`src/rtl/uart_pkg.sv`:
```
// Shared UART types and helpers.
// Used by both the receiver and the transmitter.
package uart_pkg;

  localparam int DATA_BITS = 8;
  localparam logic IDLE_LEVEL = 1'b1;

  typedef enum logic [2:0] {
    WAIT_HIGH,
    IDLE,
    START,
    DATA,
    STOP
  } rx_state_t;

  typedef enum logic [1:0] {
    TX_IDLE,
    TX_START,
    TX_DATA,
    TX_STOP
  } tx_state_t;

  function automatic int clks_per_bit(
    input int clk_freq,
    input int baud_rate
  );
    return clk_freq / baud_rate;
  endfunction

endpackage

```
`src/rtl/uart_rx_sync.sv`:
```
// N-stage synchronizer for an asynchronous level.
// Flops reset to RESET_VAL so an idle line reads idle.
module uart_rx_sync #(
  parameter int   STAGES    = 2,
  parameter logic RESET_VAL = 1'b1
) (
  input  logic clk,
  input  logic rst,
  input  logic d,
  output logic q
);

  if (STAGES < 2) begin : g_bad_stages
    $error("uart_rx_sync needs STAGES >= 2");
  end

  logic [STAGES-1:0] ff;

  always_ff @(posedge clk) begin
    if (!rst) begin
      ff <= {STAGES{RESET_VAL}};
    end else begin
      ff <= {ff[STAGES-2:0], d};
    end
  end

  assign q = ff[STAGES-1];

endmodule

```
`src/rtl/uart_rx.sv`:
```
// 8N1 UART receiver with mid-bit sampling.
// Bytes leave through a valid/ready holding register.
module uart_rx
  import uart_pkg::*;
#(
  parameter int clk_freq  = 1000000,
  parameter int baud_rate = 9600
) (
  input  logic       clk,
  input  logic       rst,
  input  logic       rx,
  input  logic       rx_ready,
  output logic [7:0] rx_data,
  output logic       rx_valid,
  output logic       frame_err,
  output logic       overrun,
  output logic       busy
);

  localparam int CLKS_PER_BIT =
    clks_per_bit(clk_freq, baud_rate);
  localparam int HALF_BIT = CLKS_PER_BIT / 2;
  localparam int CW = $clog2(CLKS_PER_BIT);
  localparam int SYNC_STAGES = 2;

  localparam logic [CW-1:0] CNT_LAST =
    CW'(CLKS_PER_BIT - 1);
  localparam logic [CW-1:0] CNT_HALF =
    CW'(HALF_BIT - 1);
  localparam logic [CW-1:0] CNT_SETTLE =
    CW'(SYNC_STAGES);
  localparam logic [2:0] IDX_LAST =
    3'(DATA_BITS - 1);

  if (CLKS_PER_BIT < 4) begin : g_bad_rate
    $error("uart_rx: clk_freq/baud_rate must be >= 4");
  end

  logic rx_s;

  uart_rx_sync #(
    .STAGES    (SYNC_STAGES),
    .RESET_VAL (IDLE_LEVEL)
  ) u_sync (
    .clk (clk),
    .rst (rst),
    .d   (rx),
    .q   (rx_s)
  );

  rx_state_t            state, state_n;
  logic [CW-1:0]        cnt, cnt_n;
  logic [2:0]           bit_idx, idx_n;
  logic [DATA_BITS-1:0] shreg, sh_n;
  logic [7:0]           data_n;
  logic                 valid_n;
  logic                 ferr_n;
  logic                 ovr_n;
  logic                 good;

  always_ff @(posedge clk) begin
    if (!rst) begin
      state     <= WAIT_HIGH;
      cnt       <= '0;
      bit_idx   <= '0;
      shreg     <= '0;
      rx_data   <= '0;
      rx_valid  <= 1'b0;
      frame_err <= 1'b0;
      overrun   <= 1'b0;
    end else begin
      state     <= state_n;
      cnt       <= cnt_n;
      bit_idx   <= idx_n;
      shreg     <= sh_n;
      rx_data   <= data_n;
      rx_valid  <= valid_n;
      frame_err <= ferr_n;
      overrun   <= ovr_n;
    end
  end

  always_comb begin
    state_n = state;
    cnt_n   = cnt;
    idx_n   = bit_idx;
    sh_n    = shreg;
    data_n  = rx_data;
    valid_n = rx_valid;
    ferr_n  = 1'b0;
    ovr_n   = 1'b0;
    good    = 1'b0;

    if (rx_valid && rx_ready) begin
      valid_n = 1'b0;
    end

    unique case (state)
      // Line must read idle longer than the
      // synchronizer depth so its reset value flushes.
      WAIT_HIGH: begin
        if (rx_s != IDLE_LEVEL) begin
          cnt_n = '0;
        end else if (cnt == CNT_SETTLE) begin
          cnt_n   = '0;
          state_n = IDLE;
        end else begin
          cnt_n = cnt + 1'b1;
        end
      end
      IDLE: begin
        cnt_n = '0;
        if (rx_s != IDLE_LEVEL) begin
          state_n = START;
        end
      end
      START: begin
        if (cnt == CNT_HALF) begin
          cnt_n   = '0;
          idx_n   = '0;
          state_n = (rx_s == IDLE_LEVEL) ? IDLE : DATA;
        end else begin
          cnt_n = cnt + 1'b1;
        end
      end
      DATA: begin
        if (cnt == CNT_LAST) begin
          cnt_n = '0;
          sh_n  = {rx_s, shreg[DATA_BITS-1:1]};
          idx_n = bit_idx + 1'b1;
          if (bit_idx == IDX_LAST) begin
            state_n = STOP;
          end
        end else begin
          cnt_n = cnt + 1'b1;
        end
      end
      STOP: begin
        if (cnt == CNT_LAST) begin
          cnt_n = '0;
          if (rx_s == IDLE_LEVEL) begin
            good    = 1'b1;
            state_n = IDLE;
          end else begin
            ferr_n  = 1'b1;
            state_n = WAIT_HIGH;
          end
        end else begin
          cnt_n = cnt + 1'b1;
        end
      end
      default: begin
        cnt_n   = '0;
        state_n = WAIT_HIGH;
      end
    endcase

    if (good) begin
      if (!rx_valid || rx_ready) begin
        data_n  = shreg;
        valid_n = 1'b1;
      end else begin
        ovr_n = 1'b1;
      end
    end
  end

  assign busy = (state != IDLE);

endmodule

```
`config.mk`:
```
export PLATFORM = sky130hd
export DESIGN_NAME = uart_rx
export DESIGN_NICKNAME = d
export VERILOG_FILES = /design/src/rtl/uart_pkg.sv /design/src/rtl/uart_rx_sync.sv /design/src/rtl/uart_rx.sv
export SDC_FILE = /design/constraint.sdc
export NUM_CORES = 1
export LEC_CHECK = 0
export ABC_AREA = 0
export BUFFER_PORTS_ARGS = -buffer_cell sky130_fd_sc_hd__clkbuf_2
export CAP_MARGIN = 10
export CORE_ASPECT_RATIO = 0.5
export CORE_MARGIN = 2
export CORE_UTILIZATION = 57
export DETAILED_ROUTE_END_ITERATION = 16
export HOLD_SLACK_MARGIN = 0.06
export PLACE_DENSITY_LB_ADDON = 0.15
export SLEW_MARGIN = 20
export SYNTH_ARGS = -nofsm -noshare
export SYNTH_HDL_FRONTEND = slang
export SYNTH_SLANG_ARGS = --single-unit
```
`constraint.sdc`:
```
create_clock -name clk -period 2.6 [get_ports clk]
set_input_delay 0.13 -clock clk [delete_from_list [all_inputs] [get_ports clk]]
set_output_delay 0.13 -clock clk [all_outputs]
set_load 0.02 [all_outputs]
```
==> summary.txt <==
Cells and area
  • Nets: 190
  • Syn-to-layout area delta: 10.2%
  • Fillers: 220
  • Final instance area: 0.00182 mm²
  • Share of post-route cells with drive strength above 1: 0.203
  • Antenna cells: 0

Clocking
  • Post-cts sizing count: 0
  • TritonCTS clock tree: done
  • Clock sinks: 34
  • Worst-case clock buffer depth: 2
  • H-tree depth: 2
  • CTS Buf Count: 5
  • Clk slew on worst S/H paths: 0.06 ns
  • Skew-Pair Late Insertion Delay: 0.28 ns
  • Root Driver: clkbuf_8

Synth
  • Synth unique cells: between 40 and 50
  • Seq/Total Area, Yosys: 0.412
  • Yosys top cell by area: dfxtp_1
  • Synthesized flop and latch total: 34
  • Post-synth EDFFs: 0
  • Post-synth top area share: 0.412
  • Top cells by count, synth: dfxtp_1 (34), nand2_1 (20), mux2i_1 (17)
  • Ranking of synthesized cells by area: dfxtp_1 (41%), mux2i_1 (10%), nor2b_1 (4.9%)
  • Dominant synthesized flop cell: dfxtp_1
  • Syn avg cell area: 9.96 µm²
  • Mapped Cells: 166
  • Post-Synthesis Net Count: 175
  • Synthesized area: 0.00165 mm²
  • Warnings, synthesis: 0
  • Top-count cell post-synth: dfxtp_1
  • Async SR Flop Fraction: 0

Detailed routing
  • Detailed-route DRC error count: 0
  • DR vias: 1227
  • Drt total wl: 2.89 mm
  • Mean routed wirelength per cell: 13.2 µm
  • Length of the first detailed-routing pass in iterations: 4
  • Iter 0 DRT Violations: 144
  • Via density: 5.60
  • Post-DRT Antenna Nets: 0

Floorplan
  • Die Height: 42.1 µm
  • Standard-cell rows: 13
  • Core Region: 0.00267 mm²
  • Initial core utilization: 0.620
  • Die extent in x: 80.2 µm
  • Die area: 0.00337 mm²
  • Io pins: 16

Timing
  • Min cycle time layout: 2.01 ns
  • Slew margin rel.: 0.627
  • Fin. Hold Viols: 0
  • RSZ-0062 raised after global routing: no
  • Setup TNS: 0 ns
  • Worst Tran Pin Value: 0.560 ns
  • Final setup violation count: 0
  • Final Skew: approximately 0.0060 ns
  • Final Slew Violations: 0
  • Final period util: 0.775
  • Fmax: 496 MHz

Outcome
  • Status: completed

Worst setup path
  • Crit Path Class: flip-flop to flip-flop
  • CP required: 2.75 ns
  • Crit path DAT: around 2.2 ns
  • Crit-path max FO: 14
  • Setup crit end kind: flip-flop
  • CP startpoint kind: flip-flop

Global routing
  • Grt ovf: 0
  • Number of global-route vias before repair: 1067
  • Largest net degree at the start of global routing: 34
  • GR Util All Layers: 0.195
  • Initial antenna violation count: 0
  • Global-route wire length before repair: 5.01 mm

Hold path
  • Worst Hold Class: input pin to flip-flop

Pwr
  • Maximum VDD drop: 0.313 mV
  • Static Leak: 0.634 nW
  • PwrDens: approximately 610 mW/mm²
  • Power Total: 1.11 mW

Placement
  • Hpwl dp: 1.98 mm
  • Routability cong.: 0.814
  • Placed Area: 0.00172 mm²
  • Number of port buffers: 15

Job
  • Maxcap violations: 0
-- report_power, final --
group	switching [mW]	leakage [nW]	total (mW)	internal (mW)
Clock	0.188	0.0472	0.400	0.213
Sequential	0.0225	0.275	0.561	0.539
Combinational	0.0734	0.313	0.144	0.0703
-- sequential cells by signal, indices dropped and copies added, names as in the netlist --
name / count
state: 3
rx_data: 8
overrun: 1
rx_valid: 1
shreg: 8
cnt: 7
frame_err: 1
u_sync.ff: 2
bit_idx: 3
-- logic make-up (layout without fill, tap and decap cells) --
family,count (synthesis),count (layout),synth area share
flops,34,34,0.412
fa+ha+maj,5,5,0.0379
mux,17,17,0.103
simple gates,75,75,0.260
xor+xnor,5,5,0.0265
buf+inv,13,29,0.0507
compound gates,17,17,0.110
-- layout make-up --
cell class	instances	area (µm²)	share of cell area
Clock buffer	6	82.6	0.0453
Clock inverter	2	12.5	0.00687
Inverter	3	11.3	0.00618
Multi-Input combinational cell	119	888	0.488
Sequential cell	34	681	0.374
Tap cell	37	46.3	0.0254
Timing Repair Buffer	18	100	0.0549
-- through the flow --
step | hold slack (ns) | setup slack, ns | util | std cells
2_1_floorplan | 0.203 | 0.771 | - | 166
3_3_place_gp | 0.321 | 0.658 | 0.644 | 210
3_5_place_dp | 0.337 | 0.584 | 0.644 | 210
4_1_cts | 0.136 | 0.581 | 0.683 | 219
5_1_grt | 0.154 | 0.482 | 0.683 | 219
6_report | 0.146 | 0.586 | 0.683 | 219
-- what timing repair did --
action	CTS	global route
buffers inserted	0	0
endpoints found under the hold margin	1	0
hold buffers	1	0
-- critical path, cell delays in order (launching register included) --
cell       delay (ns)
dfxtp_1          0.44
or4b_4           0.60
a2111oi_4        0.41
a2bb2oi_2        0.32
nor3_1           0.12
-- worst paths after layout --
check                     from      endpoint  slack (ns)  depth (start not counted)
setup / recovery      state[1]        cnt[4]        0.59                          4
hold / removal        rx_ready       overrun        0.15                          4
setup reg to reg      state[1]        cnt[4]        0.59                          4
hold reg to reg   u_sync.ff[0]  u_sync.ff[1]        0.42                          1
-- layout by cell type, fill, tap and decap left out, drive strengths merged, types with 4 or more instances in the layout --
cell type / count
nor2: 9
nor2b: 13
mux2i: 17
nand2: 20
dfxtp: 34
nor3: 8
a22oi: 4
nand2b: 4
ha: 5
clkbuf: 21
-- metal layers --
layer | track usage | vias up | routed length [µm]
met1 | 0.269 | 575 | 1380
met5 | 0 | - | 0
met4 | 0.0780 | 0 | 51
met2 | 0.283 | 35 | 1290
li1 | - | 608 | -
met3 | 0.0603 | 9 | 174
(Power assumes the default switching activity.)
